## src/rtl/srl_fifo_ctrl.sv

```systemverilog
// srl_fifo_ctrl
// Turns an external shift-register storage array into a first-word-fall-through
// FIFO with a full_n/empty_n handshake. New words shift in at entry 0, so the
// oldest word sits at entry count-1 and the read address tracks it.
//
// Ports:
//   clk, reset        : clock and synchronous active-high reset
//   if_full_n         : registered, 1 = space available
//   if_write_ce/if_write/if_din : write side (push when enabled and not full)
//   if_empty_n        : registered, 1 = data available
//   if_read_ce/if_read: read side (pop when enabled and not empty)
//   if_dout           : head-of-FIFO word (valid while if_empty_n = 1)
//   if_almost_full    : registered, count >= AFULL_LEVEL
//   if_count          : registered occupancy 0..DEPTH
//   err_overflow      : sticky, write attempted while full
//   err_underflow     : sticky, read attempted while empty
//   srl_we/srl_addr/srl_din/srl_dout : storage array interface
module srl_fifo_ctrl #(
  parameter int DATA_WIDTH  = 1,
  parameter int ADDR_WIDTH  = 1,
  parameter int DEPTH       = 2,
  parameter int AFULL_LEVEL = DEPTH - 1
) (
  input  logic                  clk,
  input  logic                  reset,
  output logic                  if_full_n,
  input  logic                  if_write_ce,
  input  logic                  if_write,
  input  logic [DATA_WIDTH-1:0] if_din,
  output logic                  if_empty_n,
  input  logic                  if_read_ce,
  input  logic                  if_read,
  output logic [DATA_WIDTH-1:0] if_dout,
  output logic                  if_almost_full,
  output logic [ADDR_WIDTH:0]   if_count,
  output logic                  err_overflow,
  output logic                  err_underflow,
  output logic                  srl_we,
  output logic [ADDR_WIDTH-1:0] srl_addr,
  output logic [DATA_WIDTH-1:0] srl_din,
  input  logic [DATA_WIDTH-1:0] srl_dout
);

  localparam logic [ADDR_WIDTH:0]   DEPTH_C = DEPTH[ADDR_WIDTH:0];
  localparam logic [ADDR_WIDTH:0]   AFULL_C = AFULL_LEVEL[ADDR_WIDTH:0];
  localparam logic [ADDR_WIDTH:0]   CNT_ONE = (ADDR_WIDTH+1)'(1'b1);
  localparam logic [ADDR_WIDTH-1:0] ADR_ONE = ADDR_WIDTH'(1'b1);

  logic [ADDR_WIDTH:0]   count_q, count_d;
  logic [ADDR_WIDTH-1:0] addr_q, addr_d;
  logic                  full_n_q, full_n_d;
  logic                  empty_n_q, empty_n_d;
  logic                  afull_q, afull_d;
  logic                  err_ov_q, err_ov_d;
  logic                  err_un_q, err_un_d;
  logic                  push_s, pop_s;

  // Accepted transfers are gated by the registered flags, never by count_d.
  assign push_s = if_write & if_write_ce & full_n_q;
  assign pop_s  = if_read  & if_read_ce  & empty_n_q;

  assign srl_we         = push_s;
  assign srl_din        = if_din;
  assign srl_addr       = addr_q;
  assign if_dout        = srl_dout;
  assign if_full_n      = full_n_q;
  assign if_empty_n     = empty_n_q;
  assign if_almost_full = afull_q;
  assign if_count       = count_q;
  assign err_overflow   = err_ov_q;
  assign err_underflow  = err_un_q;

  // Next-state for occupancy, read pointer, flags and sticky errors.
  always_comb begin
    count_d = count_q;
    addr_d  = addr_q;
    case ({push_s, pop_s})
      2'b10: begin
        count_d = count_q + CNT_ONE;
        // First word lands at entry 0, where the pointer already is.
        if (count_q != '0) begin
          addr_d = addr_q + ADR_ONE;
        end else begin
          addr_d = '0;
        end
      end
      2'b01: begin
        count_d = count_q - CNT_ONE;
        if (count_q > CNT_ONE) begin
          addr_d = addr_q - ADR_ONE;
        end else begin
          addr_d = '0;
        end
      end
      // Simultaneous push+pop: shift moves the head up by one, pop consumes it.
      default: begin
        count_d = count_q;
        addr_d  = addr_q;
      end
    endcase
    empty_n_d = (count_d != '0);
    full_n_d  = (count_d != DEPTH_C);
    afull_d   = (count_d >= AFULL_C);
    err_ov_d  = err_ov_q | (if_write & if_write_ce & ~full_n_q);
    err_un_d  = err_un_q | (if_read  & if_read_ce  & ~empty_n_q);
  end

  // State registers with synchronous reset; storage contents are left alone.
  always_ff @(posedge clk) begin
    if (reset) begin
      count_q   <= '0;
      addr_q    <= '0;
      full_n_q  <= 1'b1;
      empty_n_q <= 1'b0;
      afull_q   <= 1'b0;
      err_ov_q  <= 1'b0;
      err_un_q  <= 1'b0;
    end else begin
      count_q   <= count_d;
      addr_q    <= addr_d;
      full_n_q  <= full_n_d;
      empty_n_q <= empty_n_d;
      afull_q   <= afull_d;
      err_ov_q  <= err_ov_d;
      err_un_q  <= err_un_d;
    end
  end

endmodule
```

## config.mk

```make
export PLATFORM = sky130hd
export DESIGN_NAME = srl_fifo_ctrl
export DESIGN_NICKNAME = d
export VERILOG_FILES = /design/src/rtl/srl_fifo_ctrl.sv
export SDC_FILE = /design/constraint.sdc
export NUM_CORES = 1
export LEC_CHECK = 0
export BUFFER_PORTS_ARGS = -buffer_cell sky130_fd_sc_hd__buf_4
export CORE_AREA = 2 2 39 41
export DETAILED_ROUTE_END_ITERATION = 8
export DIE_AREA = 0 0 41 43
export PLACE_DENSITY = 0.57
export SLEW_MARGIN = 15
export SYNTH_ARGS = -nofsm -noshare
export SYNTH_HDL_FRONTEND = slang
export SYNTH_SLANG_ARGS = --single-unit
```

## constraint.sdc

```tcl
create_clock -name clk -period 1.48 [get_ports clk]
set_clock_uncertainty 0.05 [all_clocks]
set_input_delay 0.148 -clock clk [delete_from_list [all_inputs] [get_ports clk]]
set_output_delay 0.148 -clock clk [all_outputs]
set_load 0.01 [all_outputs]
```

* After elaboration in Yosys (flattened, before gate mapping)
Cells that the tools add are included.
** Operators by class
- Add/subtract/negate cells :: 4
- Magnitude comparators :: 2
- Equality and inequality tests :: 3
- Mux-type cells :: 4
- Bitwise gates (word level) :: 10
- Reductions and logical operators :: 3
** Operators with widths (count)
- 1-bit bitwise AND :: 6
- 2-bit nonzero test :: 3
- 2-bit case mux with 2 select lines :: 1
- 2-bit by 1-bit adder with 2-bit output, second input constant :: 1
- 2-bit by 1-bit equality test with 1-bit output, second input constant :: 1
- 2-bit equality test, second input constant :: 1
- 2-bit by 1-bit greater-or-equal comparator with 1-bit output, second input constant :: 1
- 2-bit by 1-bit greater-than comparator with 1-bit output, second input constant :: 1
- 1-bit two-way mux :: 2
- 2-bit inequality test, second input constant :: 1
- 1-bit inverter :: 2
- 1-bit bitwise OR :: 2
- 1-bit case mux with 2 select lines :: 1
- 2-bit by 1-bit subtractor with 2-bit output, second input constant :: 1
- 1-bit adder, second input constant :: 1
- 1-bit subtractor, second input constant :: 1
** Word-level totals
- Register bits :: 8

* Longest topological paths before layout
Gate-level depths: netlist of the first run.
- Depth in word-level cells :: 5
- Gate-level depth with buffers :: 6
- Depth with buffers taken out :: 6

* Least setup slack after synthesis of the first run
Ideal clock, no wire load.
- Kind :: reg-to-reg
- From :: register full_n_q (netlist: if_full_n)
- To :: register empty_n_q (netlist: if_empty_n)
- Setup time :: 0.070 ns
- Arrival :: 1.350 ns
- Setup slack :: 0.010 ns
- Stages on the path, launching flop included :: 6
- Buffers on the path :: 0
- Path through :: dfxtp_1 -> nand3_1 -> ha_1 -> inv_1 -> mux2_4 -> o21bai_1
** On the way
- Cells in the longest elaborated chain, start to end :: 4
** Ends and longest elaborated chain
- from (decl) :: RTL line 51 : logic full_n_q, full_n_d;
- from (signal assigned) :: RTL line 121 : full_n_q <= full_n_d;
- 1-bit bitwise AND (*) :: RTL line 59 : assign push_s = if_write & if_write_ce & full_n_q;
- 2-bit by 1-bit equality test with 1-bit output / 2-bit equality test (equally long branches) :: RTL line 77 : case ({push_s, pop_s})
- 2-bit case mux with 2 select lines (*) :: RTL line 77
- 2-bit nonzero test (*) :: RTL line 101 : empty_n_d = (count_d != '0);
- to (signal assigned) :: RTL line 122 : empty_n_q <= empty_n_d;
- to (decl) :: RTL line 52 : logic empty_n_q, empty_n_d;
Every way passes the cells marked *; elsewhere a longest branch is shown, timed or not.
A chain may end at the register's enable or synchronous reset.

* Final worst setup path of the first run
Ends and elaborated chain as after synthesis.

==> impl_metrics.env, run 1 <==
export IMPL_hold_start="reset"
export IMPL_grt_util_all_layers_pct=10.9
export IMPL_post_route_drc_count=0
export IMPL_holdBufCountCts=0
export IMPL_synth_simple_gate_area_share_pct=13.6
export IMPL_min_path_type="in -> reg"
export IMPL_syn_instance_count=42
export IMPL_clock_path_buffers=2
export IMPL_synthAdderAreaFrac_pct=16.6
export IMPL_grt_pass1_wl_um=1210
export IMPL_place_detailed_hpwl_um=607
export IMPL_p_sw_uw=148
export IMPL_synth_area_per_cell_sq_um=9.00
export IMPL_critical_path_slowest_cell="dfxtp_2"
export IMPL_drive_gt1_share_pct=52.4
export IMPL_cp_data_required_time_ns=1.57
export IMPL_power_total_uw=547
export IMPL_firstDrtPassIters=4
export IMPL_crit_path_start_kind="flip-flop"
export IMPL_drtIter0Drc=5
export IMPL_period_needed_ns=1.38
export IMPL_rr_startpoint="if_full_n"
export IMPL_cts_tree="yes"
export IMPL_cp_buffers_inverters=1
export IMPL_first_global_vias=314
export IMPL_p_int_uw=400
export IMPL_slew_violations=0
export IMPL_synth_mux_area_share_pct=6.62
export IMPL_setup_viol=0
export IMPL_reg2regPathDepth=6
export IMPL_io_pins=19
export IMPL_wire_per_inst_um=9.38
export IMPL_ys_types=16
export IMPL_worstPathCellList="nand3_4 -> buf_4 -> ha_1 -> mux2i_1 -> a211oi_2 -> o21bai_1"
export IMPL_rsz0062_at_grt="yes"
export IMPL_synth_compound_area_share_pct=13.2
export IMPL_p_sw_share_pct=27.0
export IMPL_tightest_slew_ns=0.232
export IMPL_die_h_um=43
export IMPL_syn_to_final_growth_pct=57.6
export IMPL_netlist_area_sq_um=378
export IMPL_ir_drop_uv=444
export IMPL_via_per_inst=4.20
export IMPL_die_w_um=41
export IMPL_pwr_density_cell_nw_per_um2=919
export IMPL_grt_max_degree=7
export IMPL_start_util_pct=27.3
export IMPL_period_share_pct=93.4
export IMPL_p_leak_nw=0.290
export IMPL_max_cap_violations=0
export IMPL_synth_xor_area_share_pct=0
export IMPL_grt_antenna_before_repair=0
export IMPL_synth_seq_cells=7
export IMPL_die_area_sq_um=1760
export IMPL_yosys_warnings=0
export IMPL_relSlewSlack_pct=84.5
export IMPL_diodes=0
export IMPL_num_vias=332
export IMPL_insertion_delay_ns=0.25
export IMPL_clk_pin_slew_ns=0.05
export IMPL_pwr_share_comb_pct=30.0
export IMPL_fillers=142
export IMPL_multi_input_area_sq_um=231
export IMPL_portBuffers=14
export IMPL_fmax_mhz=723
export IMPL_worst_path_max_fanout=3
export IMPL_synth_top_family_by_area="adder cells"
export IMPL_nNetsFinal=77
export IMPL_final_common_cell="buf_4"
export IMPL_cp_slowest_stage_delay_ns=0.34
export IMPL_outcome="finished, final reports clean"
export IMPL_ys_seq_area_share_pct=37.1
export IMPL_crit_type="reg -> reg"
export IMPL_routed_wl_um=741
export IMPL_synth_nets=55
export IMPL_seqPwrFrac_pct=39.7
export IMPL_hold_depth=2
export IMPL_hold_viol=0
export IMPL_dpl_instance_area_sq_um=518
export IMPL_num_rows=14
export IMPL_reg2reg_slack_ns=0.1
export IMPL_cts_root_buf="clkbuf_4"
export IMPL_htree_levels=1
export IMPL_final_cell_mix="buf_4 (20), dfxtp_1 (6), nor2_1 (5), inv_1 (4)"
export IMPL_clkPwrFrac_pct=30.3
export IMPL_cp_end_kind="flip-flop"
export IMPL_clock_sinks=7
export IMPL_worstReg2RegEnd="if_empty_n"
export IMPL_crit_path_start="if_full_n"
export IMPL_overflow=0
export IMPL_worstPathArrival_ns=1.47
export IMPL_gp_congestion=0.772
export IMPL_hold_path_endpoint="err_underflow"
export IMPL_path_delay_family="flip-flops"
export IMPL_stdcell_area_sq_um=596
export IMPL_ant_nets=0
export IMPL_regArea_sq_um=141
export IMPL_core_area_sq_um=1380
export IMPL_cts_buffers=3
## metrics by stage
step	setup WS (ns)	hold WS (ns)	utilization, %	TNS (ns)	instances
floorplan	0.00967	0.167	-	0	42
global placement	0.0143	0.246	37.4	0	74
detailed placement	0.0202	0.246	37.4	0	74
CTS	0.00513	0.0523	39.9	0	79
global route	-0.00397	0.0612	43.0	-0.00397	79
finish	0.0972	0.0583	43.0	0	79
## metal layers
| metal | track usage (%) | wire length [um] | vias up |
|---|---|---|---|
| li1 | - | - | 177 |
| met1 | 12.3 | 309 | 149 |
| met5 | 0 | 0 | - |
| met4 | 10.0 | 10 | 0 |
| met3 | 3.14 | 16 | 2 |
| met2 | 15.3 | 404 | 4 |
## sequential cells by signal (all words and copies together) (netlist names)
name / flops
if_count: 2
err_overflow: 1
err_underflow: 1
if_empty_n: 1
if_full_n: 1
srl_addr: 1
## power groups by stage
stage	registers [mW]	logic [mW]	clock network [mW]
detailed placement	0.218	0.149	0
global placement	0.218	0.149	0
finish	0.217	0.164	0.166
CTS	0.214	0.154	0.173
global route	0.219	0.182	0.185
floorplan	0.229	0.0699	0
## worst register-to-register path, stage by stage (launching register included)
cell and delay, ns:
dfxtp_2 0.34, nand3_4 0.09, buf_4 0.15, ha_1 0.22, mux2i_1 0.17, a211oi_2 0.11
o21bai_1 0.16
## kinds of logic (layout without fill, tap and decap cells)
group                      Yosys count  in the layout
muxes                                2              2
adders and majority gates            5              5
buffers and inverters               10             31
and+or+nand+nor                     11             11
DFF                                  7              7
AOI/OAI and AO/OA                    7              7
## cell usage after synthesis
master	n	area share (%)
mux2_4	1	4.0
o21bai_1	2	4.0
and3b_1	1	2.3
nor2_1	5	5.0
ha_1	5	17
inv_1	7	7.0
buf_4	3	6.0
a211oi_2	1	3.3
o21ai_0	1	1.3
dfxtp_1	7	37
nor2b_1	1	1.7
a31oi_1	2	3.3
a21oi_1	1	1.3
mux2i_1	1	2.6
nand2_1	2	2.0
nand3_1	2	2.6
## worst max path at each step
stage / endpoint / slack (ns) / depth (start not counted)
finish: if_empty_n / 0.1 / 6
global placement: if_empty_n / 0.01 / 7
floorplan: if_empty_n / 0.01 / 5
CTS: if_full_n / 0.005 / 6
detailed placement: if_empty_n / 0.02 / 7
global route: if_full_n / -0.004 / 7
## area by class of cell
| cell class | instances | area share [%] |
|---|---|---|
| tap | 16 | 3.36 |
| multi-input combinational | 25 | 38.9 |
| clock buffer | 4 | 4.41 |
| timing repair buffer | 20 | 25.2 |
| sequential | 7 | 23.7 |
| inverter | 7 | 4.41 |
## timing repair
action | 4_1_cts | 5_1_grt
gates resized for setup | 0 | 10
hold endpoints to repair | 0 | 0
pin swaps | 2 | 3
setup endpoints to repair | 2 | 5
setup buffers | 1 | 0
(Power assumes the default switching activity.)
==> run 2, diff against run 1 <==
==> constraint.sdc (replaced) <==
create_clock -name clk -period 1.48 [get_ports clk]
set_clock_uncertainty 0.05 [all_clocks]
set_input_delay 0.222 -clock clk [delete_from_list [all_inputs] [get_ports clk]]
set_output_delay 0.222 -clock clk [all_outputs]
set_load 0.01 [all_outputs]
==> run 2 against run 1 <==
Net effect:
- worst hold slack better by 0.079 ns
- via count unchanged
- combinational power down 5%
- sequential power about the same
- maximum frequency up 0.45%
- non-clock buffer count down 1
- power down 1.8%
- sequential share of layout area up 0.98 points
- wire length up 2.8%
==> impl_metrics.env, run 2 (synthesis results as in run 1) <==
export IMPL_diodes=0
export IMPL_worst_path_max_fanout=3
export IMPL_first_global_vias=315
export IMPL_via_per_inst=4.26
export IMPL_cts_root_buf="clkbuf_4"
export IMPL_cts_buffers=3
export IMPL_cp_data_required_time_ns=1.61
export IMPL_gp_congestion=0.716
export IMPL_fin_tns_setup_ns=0
export IMPL_p_int_uw=393
export IMPL_routed_wl_um=762
export IMPL_p_leak_nw=0.287
export IMPL_cts_tree="yes"
export IMPL_ctsResizeCount=0
export IMPL_insertion_delay_ns=0.24
export IMPL_stdcell_area_sq_um=567
export IMPL_core_area_sq_um=1380
export IMPL_setup_viol=0
export IMPL_crit_type="reg -> reg"
export IMPL_die_w_um=41
export IMPL_fillers=139
export IMPL_p_sw_share_pct=26.8
export IMPL_ant_nets=0
export IMPL_nNetsFinal=76
export IMPL_start_util_pct=27.3
export IMPL_syn_to_final_growth_pct=50.0
export IMPL_firstDrtPassIters=2
export IMPL_seqPwrFrac_pct=40.1
export IMPL_relSlewSlack_pct=85.2
export IMPL_fmax_mhz=726
export IMPL_place_detailed_hpwl_um=599
export IMPL_cp_end_kind="flip-flop"
export IMPL_num_vias=332
export IMPL_hold_viol=0
export IMPL_grt_antenna_before_repair=0
export IMPL_final_common_cell="buf_4"
export IMPL_dpl_instance_area_sq_um=518
export IMPL_drive_gt1_share_pct=45.2
export IMPL_reg2reg_slack_ns=0.10
export IMPL_multi_input_area_sq_um=211
export IMPL_wire_per_inst_um=9.77
export IMPL_largest_reg_flops=2
export IMPL_num_rows=14
export IMPL_ir_drop_uv=436
export IMPL_pwr_density_cell_nw_per_um2=948
export IMPL_post_route_drc_count=0
export IMPL_clock_path_buffers=2
export IMPL_die_h_um=43
export IMPL_drtIter0Drc=1
export IMPL_max_cap_violations=0
export IMPL_period_share_pct=93.0
export IMPL_regArea_sq_um=140
export IMPL_grt_pass1_wl_um=1170
export IMPL_clk_pin_slew_ns=0.05
export IMPL_holdBufCountCts=0
export IMPL_worstPathArrival_ns=1.51
export IMPL_overflow=0
export IMPL_portBuffers=14
export IMPL_final_cell_mix="buf_4 (19), dfxtp_1 (7), inv_1 (6), nor2_1 (5), ha_1 (4)"
export IMPL_slew_violations=0
export IMPL_min_path_type="in -> reg"
export IMPL_htree_levels=1
export IMPL_tightest_slew_ns=0.221
export IMPL_power_total_uw=537
export IMPL_pwr_share_comb_pct=29.0
export IMPL_hold_slack_ns=0.137
export IMPL_die_area_sq_um=1760
export IMPL_p_sw_uw=144
export IMPL_rsz0062_at_grt="no"
export IMPL_period_needed_ns=1.38
export IMPL_io_pins=19
export IMPL_crit_path_start_kind="flip-flop"
export IMPL_clkPwrFrac_pct=30.8
export IMPL_post_cts_buffers=0
export IMPL_clock_sinks=7
export IMPL_grt_util_all_layers_pct=9.96
export IMPL_outcome="finished, final reports clean"
export IMPL_grt_max_degree=7
-- run 2: cell count changes in the layout (fill, tap and decap cells not counted) --
cell     delta
ha_4        -1
nand3_4     -1
nand3_2     +1
inv_2       -2
dfxtp_2     -1
inv_1       +2
dfxtp_1     +1
buf_4       -1
ha_1        +1
-- run 2: path summary, 6_finish.rpt --
path,from,end,depth (start not counted)
hold / removal,reset,err_underflow,2
hold reg to reg,err_underflow,err_underflow,2
setup / recovery,if_full_n,if_empty_n,5
setup reg to reg,if_full_n,if_empty_n,5
-- run 2: per-layer routing --
layer / vias to the layer above / GRT usage (%) / share of wire, %
li1: 174 / - / -
met1: 154 / 11.7 / 39
met2: 2 / 14.1 / 57
met3: 2 / 1.57 / 2.1
met4: 0 / 10.0 / 1.7
met5: - / 0 / 0
-- run 2: final cells by class --
type | instances | share of cell area (%)
Clock buffer | 4 | 4.64
Tap cell | 16 | 3.53
Timing Repair Buffer | 19 | 25.2
Multi-Input combinational cell | 25 | 37.3
Sequential cell | 7 | 24.7
Inverter | 7 | 4.64
-- run 2: power groups by stage --
stage                     sequential, mW  clock, mW  combinational [mW]
after global routing               0.217      0.179               0.173
after CTS                          0.214      0.171               0.152
after detailed placement           0.218          0               0.150
after floorplan                    0.229          0              0.0699
after global placement             0.218          0               0.150
final                              0.215      0.166               0.156
-- run 2: critical path: stages, from the launching register on --
cell and delay (ns):
dfxtp_1 0.35, nand3_2 0.13, ha_4 0.30, inv_1 0.06, mux2_4 0.31, o21bai_1 0.11
-- run 2: through the flow --
step / cells / setup slack, ns / utilization (%)
finish: 78 / 0.103 / 41.0
global route: 78 / 0.00463 / 41.0
CTS: 78 / 0.00596 / 39.3
detailed placement: 74 / 0.0165 / 37.4
global placement: 74 / 0.0263 / 37.4
floorplan: 42 / 0.00967 / -
